[config.mk]
export PLATFORM = sky130hd
export DESIGN_NAME = irda_mir_rx_ctrl
export DESIGN_NICKNAME = d
export VERILOG_FILES = /design/src/rtl/irda_mir_pkg.sv /design/src/rtl/irda_mir_crc16.sv /design/src/rtl/irda_mir_rx_ctrl.sv
export SDC_FILE = /design/constraint.sdc
export NUM_CORES = 1
export LEC_CHECK = 0
export CAP_MARGIN = 20
export CORE_MARGIN = 5
export CORE_UTILIZATION = 45
export CTS_BUF_LIST = sky130_fd_sc_hd__clkbuf_4 sky130_fd_sc_hd__clkbuf_8
export DETAILED_ROUTE_END_ITERATION = 6
export PLACE_DENSITY = 0.65
export SKIP_CTS_REPAIR_TIMING = 1
export SYNTH_ARGS = -nofsm -noshare
export SYNTH_HDL_FRONTEND = slang
export SYNTH_SLANG_ARGS = --single-unit
[constraint.sdc]
create_clock -name clk -period 3.6 [get_ports clk]
set_clock_uncertainty 0.2 [all_clocks]
set_input_delay 0.9 -clock clk [delete_from_list [all_inputs] [get_ports clk]]
set_output_delay 0.9 -clock clk [all_outputs]
set_load 0.01 [all_outputs]
[src/rtl/irda_mir_pkg.sv]
// irda_mir_pkg -- shared definitions for the IrDA MIR receive path.
//   state_t      : receive controller states (IDLE, HUNT, FLAG, DATA)
//   MIR_FLAG     : STA/STO flag pattern 01111110
//   CRC_POLY     : CRC-16-CCITT polynomial 0x1021, bit-reversed for LSB-first use
//   CRC_INIT     : CRC register preset
//   CRC_RESIDUE  : register value after a frame plus a correct FCS
//   crc16_step   : one bit-serial CRC update
package irda_mir_pkg;

  typedef enum logic [1:0] {
    ST_IDLE = 2'd0,
    ST_HUNT = 2'd1,
    ST_FLAG = 2'd2,
    ST_DATA = 2'd3
  } state_t;

  localparam logic [7:0]  MIR_FLAG    = 8'b0111_1110;
  localparam logic [15:0] CRC_POLY    = 16'h8408;
  localparam logic [15:0] CRC_INIT    = 16'hFFFF;
  localparam logic [15:0] CRC_RESIDUE = 16'hF0B8;

  // Bits arrive LSB first, so the register shifts right and the reflected
  // polynomial is folded in when the outgoing bit differs from the input.
  function automatic logic [15:0] crc16_step(input logic [15:0] crc, input logic b);
    logic fb;
    fb = crc[0] ^ b;
    return (crc >> 1) ^ (fb ? CRC_POLY : 16'h0000);
  endfunction

endpackage

[src/rtl/irda_mir_crc16.sv]
// irda_mir_crc16 -- bit-serial CRC-16-CCITT (reflected) accumulator.
// Ports:
//   clk     : clock, rising edge
//   rst_n   : synchronous active-low reset (register -> preset)
//   i_clr   : reload the preset; when i_en is also high the bit is folded
//             into a freshly preset register so the first bit is not lost
//   i_en    : fold i_bit into the register
//   i_bit   : serial data bit, LSB of each byte first
//   o_crc   : current register contents
module irda_mir_crc16
  import irda_mir_pkg::*;
(
  input  logic        clk,
  input  logic        rst_n,
  input  logic        i_clr,
  input  logic        i_en,
  input  logic        i_bit,
  output logic [15:0] o_crc
);

  logic [15:0] r_crc;

  always_ff @(posedge clk) begin
    if (!rst_n) begin
      r_crc <= CRC_INIT;
    end else if (i_en) begin
      r_crc <= crc16_step(i_clr ? CRC_INIT : r_crc, i_bit);
    end else if (i_clr) begin
      r_crc <= CRC_INIT;
    end
  end

  assign o_crc = r_crc;

endmodule

[src/rtl/irda_mir_rx_ctrl.sv]
// irda_mir_rx_ctrl -- IrDA MIR receive framing controller.
// Takes the bit stream from the start/stop detector, tracks STA/STO flags,
// removes stuffed zeros, assembles bytes (LSB first) and reports frame
// boundaries and errors.
// Optional feature: define IRDA_MIR_CRC_EN to check the frame FCS
// (CRC-16-CCITT); without it crc_err is tied low and no CRC logic exists.
// Parameter:
//   MAX_LEN          : max destuffed bytes per frame, FCS included
// Ports:
//   clk              : clock, rising edge
//   wb_rst_i         : synchronous active-low reset
//   rx_en            : MIR receive enable
//   mir_rxbit_enable : one-clock strobe per received MIR bit
//   std_o            : detector bit output
//   std_is_good_bit  : std_o is a valid stream bit
//   std_st_detected  : detector saw a flag
//   std_restart      : restart pulse to the detector
//   rx_data          : destuffed byte
//   rx_data_valid    : strobe qualifying rx_data
//   frame_start      : strobe on the first data bit of a frame
//   frame_end        : strobe on the STO flag of a good frame
//   frame_err        : strobe on abort, overlength or residual bits
//   crc_err          : FCS check result, valid with frame_end
module irda_mir_rx_ctrl
  import irda_mir_pkg::*;
#(
  parameter int MAX_LEN = 2051
) (
  input  logic       clk,
  input  logic       wb_rst_i,
  input  logic       rx_en,
  input  logic       mir_rxbit_enable,
  input  logic       std_o,
  input  logic       std_is_good_bit,
  input  logic       std_st_detected,
  output logic       std_restart,
  output logic [7:0] rx_data,
  output logic       rx_data_valid,
  output logic       frame_start,
  output logic       frame_end,
  output logic       frame_err,
  output logic       crc_err
);

  localparam logic [11:0] LP_MAX = 12'(MAX_LEN);
  localparam logic [11:0] LP_SAT = 12'(MAX_LEN + 1);

  state_t      r_state, w_state_nxt;
  logic [2:0]  r_ones;
  logic [2:0]  r_bitcnt;
  logic [11:0] r_bytecnt;
  logic [7:0]  r_shift;
  logic [7:0]  r_rx_data;
  logic        r_restart, r_valid, r_fstart, r_fend, r_ferr, r_crc_err;

  logic        w_restart_nxt, w_valid_nxt, w_fstart_nxt, w_fend_nxt, w_ferr_nxt;
  logic        w_take;
  logic        w_flag, w_bit_ok;
  logic [2:0]  w_ones_inc;
  logic        w_abort, w_keep_bit, w_byte_done, w_overlen;
  logic        w_crc_bad;

  function automatic logic [11:0] sat_inc(input logic [11:0] v);
    return (v >= LP_SAT) ? LP_SAT : v + 12'd1;
  endfunction

  assign w_flag   = mir_rxbit_enable & std_st_detected;
  assign w_bit_ok = mir_rxbit_enable & std_is_good_bit & ~std_st_detected;

  // Classification of the current bit against the run of ones so far.
  // A seventh 1 is an abort; a 0 after exactly five 1s is a stuffed zero.
  assign w_ones_inc  = r_ones + 3'd1;
  assign w_abort     = std_o & (r_ones == 3'd6);
  assign w_keep_bit  = std_o | (r_ones != 3'd5);
  assign w_byte_done = w_keep_bit & (r_bitcnt == 3'd7);
  assign w_overlen   = w_byte_done & (r_bytecnt >= LP_MAX);

  always_comb begin
    w_state_nxt   = r_state;
    w_restart_nxt = 1'b0;
    w_valid_nxt   = 1'b0;
    w_fstart_nxt  = 1'b0;
    w_fend_nxt    = 1'b0;
    w_ferr_nxt    = 1'b0;
    w_take        = 1'b0;
    case (r_state)
      ST_IDLE: begin
        if (rx_en) begin
          w_state_nxt   = ST_HUNT;
          w_restart_nxt = 1'b1;
        end
      end
      ST_HUNT: begin
        if (w_flag) w_state_nxt = ST_FLAG;
      end
      ST_FLAG: begin
        // Repeated flags keep us here; the first non-flag bit is data.
        if (w_bit_ok) begin
          w_state_nxt  = ST_DATA;
          w_fstart_nxt = 1'b1;
          w_take       = 1'b1;
        end
      end
      ST_DATA: begin
        if (w_flag) begin
          // The closing flag doubles as the opening flag of the next frame.
          w_state_nxt = ST_FLAG;
          if (r_bitcnt == 3'd0 && r_bytecnt != 12'd0) w_fend_nxt = 1'b1;
          else                                        w_ferr_nxt = 1'b1;
        end else if (w_bit_ok) begin
          if (w_abort || w_overlen) begin
            w_state_nxt   = ST_HUNT;
            w_ferr_nxt    = 1'b1;
            w_restart_nxt = 1'b1;
          end else begin
            w_take      = 1'b1;
            w_valid_nxt = w_byte_done;
          end
        end
      end
      default: w_state_nxt = ST_IDLE;
    endcase
    // Disabling the receiver overrides everything and silently drops the frame.
    if (!rx_en && r_state != ST_IDLE) begin
      w_state_nxt   = ST_IDLE;
      w_restart_nxt = 1'b1;
      w_valid_nxt   = 1'b0;
      w_fstart_nxt  = 1'b0;
      w_fend_nxt    = 1'b0;
      w_ferr_nxt    = 1'b0;
      w_take        = 1'b0;
    end
  end

  always_ff @(posedge clk) begin
    if (!wb_rst_i) begin
      r_state   <= ST_IDLE;
      r_restart <= 1'b0;
      r_valid   <= 1'b0;
      r_fstart  <= 1'b0;
      r_fend    <= 1'b0;
      r_ferr    <= 1'b0;
      r_crc_err <= 1'b0;
    end else begin
      r_state   <= w_state_nxt;
      r_restart <= w_restart_nxt;
      r_valid   <= w_valid_nxt;
      r_fstart  <= w_fstart_nxt;
      r_fend    <= w_fend_nxt;
      r_ferr    <= w_ferr_nxt;
      r_crc_err <= w_fend_nxt & w_crc_bad;
    end
  end

  // Frame counters restart whenever the controller is not (or no longer) in DATA.
  always_ff @(posedge clk) begin
    if (!wb_rst_i) begin
      r_ones    <= 3'd0;
      r_bitcnt  <= 3'd0;
      r_bytecnt <= 12'd0;
      r_rx_data <= 8'h00;
    end else begin
      if (w_valid_nxt) r_rx_data <= {std_o, r_shift[7:1]};
      if (w_state_nxt != ST_DATA) begin
        r_ones    <= 3'd0;
        r_bitcnt  <= 3'd0;
        r_bytecnt <= 12'd0;
      end else if (w_take) begin
        r_ones <= std_o ? w_ones_inc : 3'd0;
        if (w_keep_bit) begin
          r_bitcnt <= r_bitcnt + 3'd1;
          if (w_byte_done) r_bytecnt <= sat_inc(r_bytecnt);
        end
      end
    end
  end

  // Byte assembler: LSB arrives first, so shift in from the top.
  always_ff @(posedge clk) begin
    if (w_take && w_keep_bit) r_shift <= {std_o, r_shift[7:1]};
  end

`ifdef IRDA_MIR_CRC_EN
  logic [15:0] w_crc;

  irda_mir_crc16 u_crc16 (
    .clk   (clk),
    .rst_n (wb_rst_i),
    .i_clr (r_state != ST_DATA),
    .i_en  (w_take & w_keep_bit),
    .i_bit (std_o),
    .o_crc (w_crc)
  );

  assign w_crc_bad = (w_crc != CRC_RESIDUE);
`else
  assign w_crc_bad = 1'b0;
`endif

  assign std_restart   = r_restart;
  assign rx_data       = r_rx_data;
  assign rx_data_valid = r_valid;
  assign frame_start   = r_fstart;
  assign frame_end     = r_fend;
  assign frame_err     = r_ferr;
  assign crc_err       = r_crc_err;

endmodule
==> impl_metrics.json, run 1 <==
{
  "start_util_pct": 47.2,
  "whs_ns": 0.252,
  "route.vias.total": 1523,
  "ys_ff_latch": 40,
  "nets": 254,
  "hold_start": "r_shift[6]",
  "drc": 0,
  "maxCapViolCount": 0,
  "tightest_slew_ns": 0.657,
  "areaGrowthSynthToFinish_pct": 17.4,
  "place_congestion": 0.803,
  "fin_tns_setup_ns": 0,
  "r2r-start": "r_state[0]",
  "seqPwrFrac_pct": 52.6,
  "multi_input_area_sq_um": 1140,
  "async_flop_share_pct": 0,
  "gr-total-overflow": 0,
  "placedCellCount": 280,
  "dr.pass1.iters": 4,
  "tritoncts": "built",
  "min_period_over_period_pct": 79.9,
  "wl_per_cell_um": 13.6,
  "globalRouteTotalUtil_pct": 13.7,
  "run_status": "completed",
  "crit_arrival_ns": 2.85,
  "crit_type": "in2reg",
  "port_buffers": 19,
  "n_fill_cell": 405,
  "fin_util_pct": 55.5,
  "final_cell_mix": "dfxtp_1, nand2_1, clkdlybuf4s50_1",
  "netlist_area_sq_um": 2100,
  "routed_wl_um": 3930,
  "ys_types": 44,
  "cts-root-buf": "clkbuf_8",
  "ant_nets": 0,
  "combPwrFrac_pct": 4.6,
  "synth-warning-count": 0,
  "rsz0062_at_grt": "false",
  "layout_commonest_cell": "dfxtp_1",
  "die_w_um": 78.3,
  "io-pin-count": 21,
  "antenna_found_initial": 0,
  "hold_depth": 0,
  "p_int_mw": 0.683,
  "ir_drop_mv": 0.219,
  "power_density_nw_per_um2": 353,
  "ys.flop_type": "dfxtp_1",
  "coreArea_sq_um": 4440,
  "worst_setup_path_start_kind": "primary input",
  "ys_seq_area_share_pct": 41.5,
  "clkPwrFrac_pct": 42.8,
  "max-slew-margin-rel_pct": 55.6,
  "seq_area_sq_um": 871,
  "grt_max_degree": 19,
  "worst-path-max-fanout": 8,
  "clkSinkCount": 40,
  "die_h_um": 78.3,
  "htreeDepth": 2,
  "final-hold-violation-count": 0,
  "min_to": "r_shift[5]",
  "antennaDiodeCount": 0,
  "leakagePower_nw": 0.909,
  "reg2regPathDepth": 8,
  "synth_enable_flop_cells": 7,
  "fmax_mhz": 348,
  "finalSetupViolations": 0,
  "syn_area_per_cell_sq_um": 9.90,
  "rrSetupSlack_ns": 1.16,
  "std_cell_rows": 24,
  "hp-class": "reg2reg",
  "syn_inst": 212,
  "final_cells": 288,
  "slew_viol_final": 0,
  "die_area_sq_um": 6130,
  "ctsLongestPathBuffers": 2,
  "drive_gt1_share_pct": 13.1,
  "grt_pass1_wl_um": 6780,
  "routed_via_density": 5.29,
  "worstReg2RegEnd": "r_bytecnt[2]",
  "period_needed_ns": 2.88,
  "numCtsBuffers": 5,
  "hpwl_um": 2860,
  "total_power_mw": 0.870,
  "required_ns": 3.57,
  "sw_frac_of_total_pct": 21.5,
  "drt_iter0_drc": 68,
  "clkLatencyLatePin_ns": 0.29,
  "crit_path_end_kind": "flop",
  "path_clk_slew_ns": 0.08,
  "grt_pass1_vias": 1424,
  "syn_nets": 231,
  "p_sw_mw": 0.187
}
routing by layer:
metal	up-vias	track usage (%)	share of wire, %
li1	781	-	-
met1	707	19.1	50
met2	30	20.1	44
met3	5	3.89	4.7
met4	0	5.24	1.6
met5	-	0	0
cells by family (layout without fill, tap and decap cells):
logic type,after synthesis,in the layout,share of synthesized area (%)
and+or+nand+nor,91,91,28.0
buffers and inverters,20,44,4.47
xor gates and xnor gates,9,9,3.75
other,1,1,0.179
adders and majority gates,12,12,7.15
AOI/OAI and AO/OA,26,26,8.76
muxes,13,13,6.20
DFF,40,40,41.5
Yosys cell counts, types with 2 or more instances:
cell / number / area, sq um
mux2i_1: 13 / 130
edfxtp_1: 7 / 210
nor3_2: 6 / 60.1
o21ai_0: 2 / 10.0
dfxtp_1: 33 / 661
ha_1: 12 / 150
nand2_1: 19 / 71.3
nor4_2: 2 / 25.0
nand3b_1: 2 / 15.0
a21oi_1: 9 / 45.0
xnor2_1: 9 / 78.8
clkbuf_1: 2 / 7.51
buf_4: 2 / 15.0
and2_1: 2 / 12.5
nand2b_1: 3 / 18.8
nor2b_1: 11 / 68.8
nor3_1: 10 / 50.1
a21o_1: 2 / 15.0
and3b_1: 2 / 17.5
inv_1: 12 / 45.0
o211ai_1: 2 / 15.0
buf_2: 3 / 15.0
nor2_1: 16 / 60.1
a22o_1: 2 / 17.5
nor4_4: 4 / 85.1
nand3_1: 7 / 35.0
per-stage QoR:
| stage | cell area [sq um] | setup WS, ns |
|---|---|---|
| floorplan | 2100 | 1.13 |
| global placement | 2350 | 0.423 |
| detailed placement | 2350 | 0.388 |
| CTS | 2460 | 0.708 |
| global route | 2460 | 0.495 |
| finish | 2460 | 0.725 |
registers in the layout, indices dropped and copies added (netlist names):
signal and count:
rx_data 8, std_restart 1, r_ones 3, r_shift 7, frame_start 1, r_state 2
frame_end 1, rx_data_valid 1, r_bytecnt 12, frame_err 1, r_bitcnt 3
how the worst max path moves through the flow:
stage | end | from
after floorplan | r_shift[1] | std_o
after global placement | rx_data[5] | std_o
after detailed placement | r_bytecnt[8] | std_o
after CTS | r_bytecnt[8] | std_o
after global routing | r_bytecnt[9] | std_o
final | r_bytecnt[8] | std_o
power by group through the flow:
stage               combinational (mW)  clock, mW  sequential (mW)
floorplan                       0.0226          0            0.468
global placement                0.0403          0            0.468
detailed placement              0.0403          0            0.468
global route                    0.0450      0.407            0.458
finish                          0.0404      0.372            0.457
CTS                             0.0405      0.384            0.457
worst max-delay path, cell delays in order:
cell	delay, ns
clkdlybuf4s50_1	0.51
and3b_1	0.22
nor3_2	0.21
nand2_1	0.26
buf_4	0.25
nor4_2	0.28
xnor2_1	0.17
nor3_2	0.05
final cells by class:
cell class                 instances  share of cell area, %
timing repair buffer              24                   9.24
multi-input combinational        152                   46.2
clock buffer                       5                   2.79
inverter                          12                   1.83
sequential                        40                   35.3
tap                               52                   2.64
clock inverter                     3                   1.93
Note: power is estimated with default switching activity, not from simulation.
==> run 2: changes to the inputs <==
--- a/config.mk
+++ b/config.mk
@@ -10,7 +10,7 @@
 export CORE_UTILIZATION = 45
 export CTS_BUF_LIST = sky130_fd_sc_hd__clkbuf_4 sky130_fd_sc_hd__clkbuf_8
 export DETAILED_ROUTE_END_ITERATION = 6
-export PLACE_DENSITY = 0.65
+export PLACE_DENSITY = 0.68
 export SKIP_CTS_REPAIR_TIMING = 1
 export SYNTH_ARGS = -nofsm -noshare
 export SYNTH_HDL_FRONTEND = slang
==> constraint.sdc (replaced) <==
create_clock -name clk -period 2.35 [get_ports clk]
set_clock_uncertainty 0.2 [all_clocks]
set_input_delay 0.5875 -clock clk [delete_from_list [all_inputs] [get_ports clk]]
set_output_delay 0.5875 -clock clk [all_outputs]
set_load 0.01 [all_outputs]
==> impl_metrics.json, run 2 (synthesis results as in run 1) <==
{
  "run_status": "completed",
  "crit_type": "reg2reg",
  "hp-class": "reg2reg",
  "cp_cell_sequence": "ha_1, ha_2, a22o_1, a32o_1, o211ai_1, a21o_1, nand2_4, buf_4, nor3_2",
  "numCtsBuffers": 5,
  "start_util_pct": 47.2,
  "slew_viol_final": 0,
  "placed_cell_area_sq_um": 2560,
  "period_needed_ns": 2.24,
  "ir_drop_mv": 0.284,
  "required_ns": 2.38,
  "worst_setup_path_start_kind": "flop",
  "place_congestion": 0.841,
  "final-hold-violation-count": 0,
  "gr-total-overflow": 0,
  "io-pin-count": 21,
  "hpwl_um": 3210,
  "placedCellCount": 307,
  "dr.pass1.iters": 4,
  "dp_slack_ns": -0.385,
  "final_cell_mix": "buf_4, dfxtp_1, nand2_1",
  "grt_pass1_vias": 1527,
  "coreArea_sq_um": 4440,
  "reg2regPathDepth": 9,
  "leakagePower_nw": 1.13,
  "fin_tns_setup_ns": 0,
  "htreeDepth": 2,
  "n_fill_cell": 360,
  "ctsLongestPathBuffers": 2,
  "combPwrFrac_pct": 7.0,
  "min_to": "r_shift[5]",
  "cts-root-buf": "clkbuf_8",
  "globalRouteTotalUtil_pct": 14.7,
  "worst-path-max-fanout": 6,
  "hold_start": "r_shift[6]",
  "finalSetupViolations": 0,
  "wl_per_cell_um": 13.9,
  "routed_wl_um": 4450,
  "drive_gt1_share_pct": 27.2,
  "r2r-start": "r_bitcnt[0]",
  "sw_frac_of_total_pct": 22.1,
  "final_cells": 320,
  "seq_area_sq_um": 871,
  "routed_via_density": 5.11,
  "rrSetupSlack_ns": 0.11,
  "clkPwrFrac_pct": 41.9,
  "grt_max_degree": 15,
  "clkSinkCount": 40,
  "setup_ws_ns": 0.106,
  "p_sw_mw": 0.303,
  "slowest_delay_ns": 0.32,
  "die_area_sq_um": 6130,
  "grt_pass1_wl_um": 7130,
  "cp_slowest_cell": "dfxtp_1",
  "path_clk_slew_ns": 0.09,
  "multi_input_area_sq_um": 1230,
  "hold_depth": 0,
  "clkLatencyLatePin_ns": 0.30,
  "regMostFlops": "r_bytecnt",
  "maxCapViolCount": 0,
  "drc": 0,
  "port_buffers": 19,
  "antenna_found_initial": 0,
  "p_int_mw": 1.07,
  "drt_iter0_drc": 78,
  "whs_ns": 0.246,
  "seqPwrFrac_pct": 51.1,
  "crit_path_end_kind": "flop",
  "die_w_um": 78.3,
  "tritoncts": "built",
  "antennaDiodeCount": 0,
  "areaGrowthSynthToFinish_pct": 34.1,
  "crit_arrival_ns": 2.27,
  "worstReg2RegEnd": "r_bytecnt[5]",
  "ant_nets": 0,
  "nets": 286,
  "std_cell_rows": 24,
  "largest_reg_flops": 12,
  "die_h_um": 78.3,
  "min_period_over_period_pct": 95.5,
  "fin_area_sq_um": 2820,
  "power_density_nw_per_um2": 487,
  "route.vias.total": 1635,
  "fmax_mhz": 446
}
==> run 2: cell count changes in the layout (fill, tap and decap cells not counted), sizes merged <==
| cell | before | now |
|---|---|---|
| buf | 5 | 36 |
| clkdlybuf4s50 | 19 | 15 |
| dlymetal6s2s | 0 | 4 |
| nand2 | 20 | 21 |
==> run 2: worst max-delay path: cells and delay by family (launching register included) <==
family | cells | cell delay, ns
simple gates | 2 | 0.26
compound gates | 4 | 0.85
fa+ha+maj | 2 | 0.37
buf+inv | 1 | 0.16
flops | 1 | 0.32
==> run 2: power by group through the flow <==
| stage | Clock [mW] | Sequential [mW] | Combinational (mW) |
|---|---|---|---|
| floorplan | 0 | 0.717 | 0.0347 |
| global placement | 0 | 0.716 | 0.0818 |
| detailed placement | 0 | 0.716 | 0.0820 |
| CTS | 0.581 | 0.700 | 0.0831 |
| global route | 0.616 | 0.700 | 0.105 |
| finish | 0.574 | 0.700 | 0.0955 |
==> run 2: worst max path at each step <==
stage                           from            end  slack (ns)  cells after the start
floorplan                r_bitcnt[0]  r_bytecnt[10]        0.18                      9
global placement    mir_rxbit_enable   r_bytecnt[0]       -0.38                      8
detailed placement             std_o   r_bytecnt[8]       -0.38                      8
CTS                            std_o  r_bytecnt[10]       -0.08                      8
global route              r_state[1]   r_bytecnt[0]       -0.01                      9
finish                   r_bitcnt[0]   r_bytecnt[5]        0.11                      9
==> run 2: through the flow <==
stage,total power [mW],util (%)
3_5_place_dp,0.798,57.7
2_1_floorplan,0.751,-
4_1_cts,1.36,60.3
5_1_grt,1.42,63.3
6_report,1.37,63.3
3_3_place_gp,0.797,57.7
==> run 2: area by class of cell <==
cell class	instances	share of cell area, %
Multi-Input combinational cell	153	43.6
Clock buffer	5	2.44
Sequential cell	40	30.9
Timing Repair Buffer	55	17.4
Clock inverter	3	1.69
Tap cell	52	2.31
Inverter	12	1.60
==> run 2: per-layer routing <==
metal	global-route usage (%)	share of wire [%]
met5	0	0
met1	18.9	48
met4	4.37	1.7
met2	22.9	46
met3	5.61	4.5
